==> src/rtl/bit_crusher_sr_if.sv <==
// Sample stream bundle for the bit crusher: stereo input strobe/data and
// registered stereo output strobe/data.
interface bit_crusher_sr_if #(
    parameter int DATA_W = 32
);
    logic              in_valid;
    logic [DATA_W-1:0] l_audio_in;
    logic [DATA_W-1:0] r_audio_in;
    logic              out_valid;
    logic [DATA_W-1:0] l_audio_out;
    logic [DATA_W-1:0] r_audio_out;

    modport master (
        output in_valid, l_audio_in, r_audio_in,
        input  out_valid, l_audio_out, r_audio_out
    );

    modport slave (
        input  in_valid, l_audio_in, r_audio_in,
        output out_valid, l_audio_out, r_audio_out
    );
endinterface

==> src/rtl/bit_crusher_sr.sv <==
// Stereo lo-fi stage: per-lane bit-depth reduction (truncate or saturating
// round) followed by a shared sample-and-hold decimator, 1-cycle latency.
module bit_crusher_lane #(
    parameter int DATA_W  = 32,
    parameter int CRUSH_W = 5
) (
    input  logic               round_en,
    input  logic [CRUSH_W-1:0] crush_bits,
    input  logic [DATA_W-1:0]  x,
    output logic [DATA_W-1:0]  y
);
    localparam logic [DATA_W-1:0] MAX_POS = {1'b0, {(DATA_W-1){1'b1}}};

    int unsigned       k;
    logic [DATA_W-1:0] mask;
    logic [DATA_W-1:0] half;
    logic [DATA_W:0]   s;

    always_comb begin
        k    = (32'(crush_bits) > 32'(DATA_W-1)) ? 32'(DATA_W-1) : 32'(crush_bits);
        mask = {DATA_W{1'b1}} << k;
        half = (k == 0) ? '0 : (DATA_W'(1) << (k - 1));
        // One extra bit so a positive overflow is visible instead of wrapping
        s    = {x[DATA_W-1], x} + {1'b0, half};
        y    = x & mask;
        if (round_en && k != 0) begin
            y = (!s[DATA_W] && s[DATA_W-1]) ? (MAX_POS & mask) : (s[DATA_W-1:0] & mask);
        end
    end
endmodule

module bit_crusher_sr #(
    parameter int DATA_W  = 32,
    parameter int CRUSH_W = 5,
    parameter int HOLD_W  = 4
) (
    input  logic               clk,
    input  logic               reset_n,
    input  logic               enable,
    input  logic               round_en,
    input  logic [CRUSH_W-1:0] crush_bits,
    input  logic [HOLD_W-1:0]  hold_factor,
    bit_crusher_sr_if.slave    bus
);
    localparam int NUM_LANES = 2;

    logic [NUM_LANES-1:0][DATA_W-1:0] raw;
    logic [NUM_LANES-1:0][DATA_W-1:0] crushed;
    logic [NUM_LANES-1:0][DATA_W-1:0] held;
    logic [NUM_LANES-1:0][DATA_W-1:0] out;
    logic [HOLD_W-1:0]                hold_cnt;
    logic [HOLD_W:0]                  cnt_inc;
    logic [HOLD_W:0]                  hold_len;
    logic                             out_valid;

    // Lane 0 is left, lane 1 is right
    assign raw = {bus.r_audio_in, bus.l_audio_in};

    generate
        for (genvar g = 0; g < NUM_LANES; g++) begin : g_lane
            bit_crusher_lane #(
                .DATA_W  (DATA_W),
                .CRUSH_W (CRUSH_W)
            ) u_lane (
                .round_en   (round_en),
                .crush_bits (crush_bits),
                .x          (raw[g]),
                .y          (crushed[g])
            );
        end
    endgenerate

    // Compared one bit wider so the counter never wraps at its maximum
    assign hold_len = (hold_factor == '0) ? (HOLD_W+1)'(1) : {1'b0, hold_factor};
    assign cnt_inc  = {1'b0, hold_cnt} + (HOLD_W+1)'(1);

    always_ff @(posedge clk or negedge reset_n) begin
        if (!reset_n) begin
            out_valid <= 1'b0;
            out       <= '0;
            held      <= '0;
            hold_cnt  <= '0;
        end else begin
            out_valid <= bus.in_valid;
            if (bus.in_valid) begin
                if (!enable) begin
                    out      <= raw;
                    hold_cnt <= '0;
                end else begin
                    if (hold_cnt == '0) begin
                        held <= crushed;
                        out  <= crushed;
                    end else begin
                        out  <= held;
                    end
                    hold_cnt <= (cnt_inc >= hold_len) ? '0 : cnt_inc[HOLD_W-1:0];
                end
            end
        end
    end

    assign bus.out_valid   = out_valid;
    assign bus.l_audio_out = out[0];
    assign bus.r_audio_out = out[1];
endmodule

==> src/flat_wrapper.sv <==
// flat-port wrapper written by rule: the top's interface ports become plain ports
module bit_crusher_sr_flat 
#(
    parameter int DATA_W  = 32,
    parameter int CRUSH_W = 5,
    parameter int HOLD_W  = 4
)
  (clk, reset_n, enable, round_en, crush_bits, hold_factor, bus_in_valid, bus_l_audio_in, bus_r_audio_in, bus_out_valid, bus_l_audio_out, bus_r_audio_out);
  bit_crusher_sr_if #(.DATA_W(DATA_W)) bus_i ();
  input  logic clk;
  input  logic reset_n;
  input  logic enable;
  input  logic round_en;
  input  logic [CRUSH_W-1:0] crush_bits;
  input  logic [HOLD_W-1:0] hold_factor;
  input wire logic [$bits(bus_i.in_valid)-1:0] bus_in_valid;
  input wire logic [$bits(bus_i.l_audio_in)-1:0] bus_l_audio_in;
  input wire logic [$bits(bus_i.r_audio_in)-1:0] bus_r_audio_in;
  output wire logic [$bits(bus_i.out_valid)-1:0] bus_out_valid;
  output wire logic [$bits(bus_i.l_audio_out)-1:0] bus_l_audio_out;
  output wire logic [$bits(bus_i.r_audio_out)-1:0] bus_r_audio_out;
  assign bus_i.in_valid = bus_in_valid;
  assign bus_i.l_audio_in = bus_l_audio_in;
  assign bus_i.r_audio_in = bus_r_audio_in;
  assign bus_out_valid = bus_i.out_valid;
  assign bus_l_audio_out = bus_i.l_audio_out;
  assign bus_r_audio_out = bus_i.r_audio_out;
  bit_crusher_sr #(.DATA_W(DATA_W), .CRUSH_W(CRUSH_W), .HOLD_W(HOLD_W)) u_core (.clk(clk), .reset_n(reset_n), .enable(enable), .round_en(round_en), .crush_bits(crush_bits), .hold_factor(hold_factor), .bus(bus_i));
endmodule
==> config.mk <==
export PLATFORM = sky130hd
export DESIGN_NAME = bit_crusher_sr_flat
export DESIGN_NICKNAME = d
export VERILOG_FILES = /design/src/rtl/bit_crusher_sr_if.sv /design/src/rtl/bit_crusher_sr.sv /design/src/flat_wrapper.sv
export SDC_FILE = /design/constraint.sdc
export NUM_CORES = 1
export LEC_CHECK = 0
export BUFFER_PORTS_ARGS = -buffer_cell sky130_fd_sc_hd__buf_2
export CELL_PAD_IN_SITES_DETAIL_PLACEMENT = 1
export CELL_PAD_IN_SITES_GLOBAL_PLACEMENT = 1
export CORE_MARGIN = 3
export CORE_UTILIZATION = 41
export DETAILED_ROUTE_END_ITERATION = 8
export GPL_TIMING_DRIVEN = 0
export PLACE_DENSITY_LB_ADDON = 0.1
export SLEW_MARGIN = 20
export SYNTH_ARGS = -nofsm -noshare
export SYNTH_HDL_FRONTEND = slang
export SYNTH_HIERARCHICAL = 1
export SYNTH_SLANG_ARGS = --single-unit
export TNS_END_PERCENT = 5
==> constraint.sdc <==
create_clock -name clk -period 1.5 [get_ports clk]
set_input_delay 0.225 -clock clk [delete_from_list [all_inputs] [get_ports clk]]
set_output_delay 0.225 -clock clk [all_outputs]
set_load 0.01 [all_outputs]
## After elaboration in Yosys (flattened, before gate mapping)

Cells that the tools add are included.

- Register bits after elaboration: 133
- Bits in latches: 0
- Memories: 0
- Input bits: 78
- Logic and storage cells: 37
- Memory bits (read-only): 0
- Bits in writable memories: 0

- Bitwise logic cells: 4
- Shift operators: 2
- Div/mod/pow operators: 0
- Add/sub/neg operators: 4
- Order comparisons: 1
- Multiplexer cells: 10
- Equality and inequality tests: 0
- Reduce and logical (&&, ||, !) cells: 10
- $mul: 0

Operator list:

| kind | count |
|---|---|
| $mux W32 | 5 |
| $and A32 B32 Y32 | 4 |
| $mux W64 | 2 |
| $add A33 B32 Y33 | 2 |
| $shl A1 B32 Y32 const A | 1 |
| $shl A32 B5 Y32 const A | 1 |
| $mux W4 | 3 |
| $logic_not A4 Y1 | 2 |
| $sub A5 B1 Y6 const B | 1 |
| $add A4 B1 Y5 const B | 1 |
| $ge A5 B5 Y1 | 1 |
| $logic_not A5 Y1 | 1 |
| $reduce_bool A5 Y1 | 1 |
| $logic_and A1 B1 Y1 | 3 |
| $logic_not A1 Y1 | 2 |
| $reduce_and A2 Y1 | 1 |

## Depth between registers and ports, before layout

- Depth in word-level cells: 10
- Gate-level depth with buffers: 23
- Mapped depth without buffers: 21

## Modules after synthesis

The synthesis kept the hierarchy.

By module, submodules not included:

| module | cells an instance | area an instance (µm²) | times used | sequential area each (µm²) |
|---|---|---|---|---|
| bit_crusher_sr | 592 | 6,617.6 | 1 | 3,328.2 |
| bit_crusher_lane at u_core.g_lane[1].u_lane | 480 | 2,899.0 | 1 | 0.0 |
| bit_crusher_lane at u_core.g_lane[0].u_lane | 442 | 2,839.0 | 1 | 0.0 |

## Worst setup path after synthesis

Ideal clock, no wire load.

- Path type: in2reg
- From: input port crush_bits[1]
- To: register u_core/held[62] (netlist bit)
- Setup time: 0.125 ns
- Arrival time: 3.880 ns
- Setup slack: -2.505 ns
- Data required time: 1.375 ns
- Stages on the path: 18
- Path through: clkbuf_1 -> inv_1 -> ha_1 -> ha_1 -> nand3_1 -> nor2_1 -> ha_1 -> inv_1 -> fa_1 -> nand2b_1 -> a21oi_1 -> nor2_1 -> o311a_1 -> o21ai_1 -> nand2_1 -> a2111oi_0 -> a21oi_1 -> mux2_4

RTL lines:

| element | line | source |
|---|---|---|
| from (decl) | flat_wrapper.sv:14 | `input logic [CRUSH_W-1:0] crush_bits;` |
| to (signal assigned) | bit_crusher_sr.sv:91 | `held <= crushed;` |
| to (decl) | bit_crusher_sr.sv:49 | `logic [NUM_LANES-1:0][DATA_W-1:0] held;` |

==> run_results.csv <==
group,metric,value,unit
timing,maxSlewViolCount,0,
setup_path,worstReg2RegStart,"u_core/hold_cnt[0]",
synthesis,yosysWarnings,6,
timing,setup_viol,132,
synthesis,synthSimpleGateAreaFrac,12.80,%
pwr,power_switching,0.005901,W
timing,setup_slack,-2341,ps
synthesis,async_flop_share,100.0,%
status,outcome,"complete, but fails checks",
routing,viasPerCell,6.189,
final_layout,stdcell_count,2159,
pwr,power.internal,0.009864,W
clock_tree,cts-buffers-inserted,17,
hold_path,whs_endpoint,"u_core/bus.out_valid",
floorplan,initial_core_util,42.36,%
synthesis,synth_seq_cells,133,
setup_path,crit_type,"input port to flop",
floorplan,rows,62,
global_routing,grt_pass1_wl,78870,um
synthesis,ys_seq_area_share,26.94,%
setup_path,worstPathMaxFanout,7,
clock_tree,clock_latency,440,ps
final_layout,drive_above_1_share,36.68,%
floorplan,pin_count,143,
final_layout,fillCellCount,3388,
setup_path,r2r_slack,-440,ps
synthesis,synth_compound_area_share,27.46,%
timing,max_freq,260.4,MHz
routing,avgRoutedWirePerCell,24.78,um
floorplan,die_y,179.6,um
synthesis,muxShareOfSynthArea,13.08,%
pwr,total_power,0.01577,W
global_routing,grt_max_degree,92,
pwr,p_leak,7.379,nW
pwr,p_comb_share,40.6,%
routing,route.detailed.drc,0,
synthesis,synth.distinct_cells,76,
timing,tightest_slew,1202,ps
final_layout,synthToLayoutAreaGrowth,38.45,%
timing,rsz0062_at_grt,"true",
setup_path,cp.arrival,4210,ps
floorplan,core_area,29170,um^2
setup_path,cp_slowest_cell,"a311o_1",
global_routing,track_usage,30.39,%
routing,drtIter0Drc,988,
timing,period_share,256.1,%
setup_path,cp-start-kind,"input port",
timing,clock-skew-final,17.72,ps
clock_tree,cts_tree,"built",
setup_path,crit_top_cell,"o21ai_1",
synthesis,avgSynthCellArea,8.161,um^2
setup_path,end_kind,"flop",
floorplan,die_w,179.6,um
place,dp_hpwl,36530,um
floorplan,die_area,32250,um^2
setup_path,path_cells,"buf_12, clkbuf_16, clkinv_8, ha_4, ha_4, nor2b_2, nand2_2, nor2_1, ha_1, a21oi_2, o21ai_1, a311o_1, a31oi_4, o21ai_1, nor3_4, nand2_4, buf_8, a311oi_2, mux2i_1, o21ai_1",
place,gp_congestion,0.9334,
global_routing,antenna_found_initial,0,
synthesis,syn_nets,1672,
clock_tree,htreeDepth,4,
pwr,p_sw_share,37.43,%
hold_path,hold_path_class,"input port to flop",
hold_path,hold_start,"bus_in_valid",
place,place_inst,2040,
final_layout,antennaDiodeCount,0,
timing,relSlewSlack,19.84,%
setup_path,reg2regPathDepth,7,
pwr,power.share.sequential,32.1,%
setup_path,critPathTopFamily,"compound AO/OA/AOI/OAI gates",
synthesis,synth_edf_count,0,
routing,drt-total-wl,53510,um
synthesis,synth_xor_area_share,4.041,%
setup_path,required,1870,ps
clock_tree,clk_pin_slew_worst_paths,80,ps
synthesis,synth_top_family_by_area,"compound AO/OA/AOI/OAI gates",
synthesis,synthFlopType,"dfrtp_1",
place,io_buffer_count,141,
clock_tree,cts-root-buf,"clkbuf_16",
job,drv_cap,0,
global_routing,grt-ovfl-total,0,
synthesis,syn-instance-count,1514,
setup_path,critical_path.max_stage_delay,390,ps
setup_path,critPathBufInv,4,
pwr,p_per_area,921.6,nW/um^2
final_layout,num-nets-final,1920,
setup_path,reg2reg_to,"u_core/bus.l_audio_out[20]",
global_routing,grt_pass1_vias,13710,
pwr,ir_worst_vdd,639.6,uV
synthesis,syn_area,12360,um^2
timing,fin_crit,3841,ps
synthesis,synthAdderAreaFrac,8.223,%
routing,drt_pass1_iterations,5,
status,violations,"setup timing",
hold_path,hold_depth,1,
routing,num_vias,13360,
pwr,power_frac_clock,27.3,%
clock_tree,cts_sinks,133,
timing,hold_viol,0,
clock_tree,cts_buffer_depth,2,
routing,ant_nets,0,
setup_path,cp.depth,20,
[cell usage after synthesis (4+ instances only)]
cell type	n	area share, %
dfrtp_1	133	27
xor2_1	25	1.8
nand2_1	81	2.5
o22ai_1	22	1.1
o21ai_0	201	8.1
nand4_1	8	0.41
a31oi_1	62	3.1
clkbuf_1	75	2.3
a21oi_1	86	3.5
a211o_1	4	0.28
ha_1	78	7.9
inv_1	102	3.1
or3_1	4	0.20
a211oi_1	10	0.61
nor2b_1	12	0.61
o221ai_1	4	0.28
xnor2_1	32	2.3
buf_4	8	0.49
nor3_1	28	1.1
and3_1	9	0.46
mux2_4	60	7.3
mux2i_1	67	5.4
a311oi_1	4	0.28
mux2_1	4	0.36
o21ai_1	84	3.4
o211ai_1	22	1.3
nor2_1	126	3.8
buf_6	6	0.55
and2_1	4	0.20
a31oi_2	11	1.1
buf_8	6	0.73
buf_2	7	0.28
nand2b_1	14	0.71
nand3_1	30	1.2
a21o_1	20	1.2
[through the flow]
stage | cell area (um^2) | setup WS [ps] | util, % | hold slack [ps] | TNS [ps]
2_1_floorplan | 12950 | -2101 | - | -70.59 | -256990
3_3_place_gp | 14140 | -3222 | 48.46 | 479.1 | -635600
5_1_grt | 17110 | -2457 | 58.65 | 73.58 | -296720
6_report | 17110 | -2341 | 58.65 | 101.8 | -285560
3_5_place_dp | 14170 | -3296 | 48.59 | 134.2 | -411250
4_1_cts | 16330 | -2207 | 55.99 | 85.30 | -266030
[power groups by stage]
stage          Clock, W  Sequential, W  Combinational, W
2_1_floorplan         0        0.00503           0.00385
3_3_place_gp          0        0.00503           0.00534
3_5_place_dp          0        0.00506           0.00549
4_1_cts         0.00435        0.00503           0.00601
5_1_grt         0.00455        0.00515           0.00680
6_report        0.00430        0.00506           0.00641
[cells by family after synthesis]
kind of cell,count (synthesis)
multiplexers,131
AO/OA/AOI/OAI,568
AND/OR/NAND/NOR,340
flip-flops,133
XOR/XNOR,57
adder cells (fa/ha/maj),80
buffers and inverters,205
[flip-flops by register name (all words and copies together), names as in the netlist]
name	flops
u_core/held	64
u_core/bus.l_audio_out	32
u_core/bus.r_audio_out	32
u_core/hold_cnt	4
u_core/bus.out_valid	1
[timing repair]
action	in CTS	in global routing
hold endpoints to repair	42	0
gates resized for setup	204	118
buffers inserted	72	27
cloned	2	2
pin swaps	78	75
endpoints found under the setup margin	132	132
hold buffers	1	0
[metal layers]
layer	track usage (%)	part of all wire, %
met1	38.00	41
met5	0	0
met4	10.37	3.6
met3	3.678	4.2
met2	54.24	51
[layout make-up]
cell class	count	area (um^2)	share of cell area (%)
multi-input combinational	1176	9977	58.32
sequential	133	3329	19.46
timing repair buffer	245	1699	9.933
buffer	86	635.6	3.716
tap	384	480.5	2.809
clock buffer	18	439.2	2.567
inverter	103	407.9	2.384
clock inverter	14	137.6	0.8046
[layout by cell type, fill, tap and decap left out, types with 11 or more instances in the layout]
cell type	count
ha_4	16
buf_6	11
nand2b_1	11
nand2_2	11
o21ai_1	80
a31oi_1	14
a21oi_2	17
a31oi_4	39
clkbuf_1	47
inv_1	95
dfrtp_1	132
a21oi_1	56
nand3_1	22
nor2_1	95
o22ai_1	22
buf_4	97
mux2i_1	66
a21oi_4	14
nor3_1	20
nand2_1	65
mux2_4	64
nor2_2	21
xnor2_1	32
o21ai_0	189
a31oi_2	20
clkbuf_16	21
xor2_1	24
ha_2	19
buf_2	139
o211ai_1	22
ha_1	43
a21o_1	20
[worst max-delay path by stage]
stage | start | end
after global placement | crush_bits[2] | u_core/held[8]
after floorplan | crush_bits[1] | u_core/held[5]
after detailed placement | crush_bits[0] | u_core/bus.r_audio_out[20]
after CTS | crush_bits[1] | u_core/bus.l_audio_out[10]
after global routing | crush_bits[1] | u_core/bus.r_audio_out[10]
final | crush_bits[1] | u_core/bus.r_audio_out[10]
(Power assumes the default switching activity.)
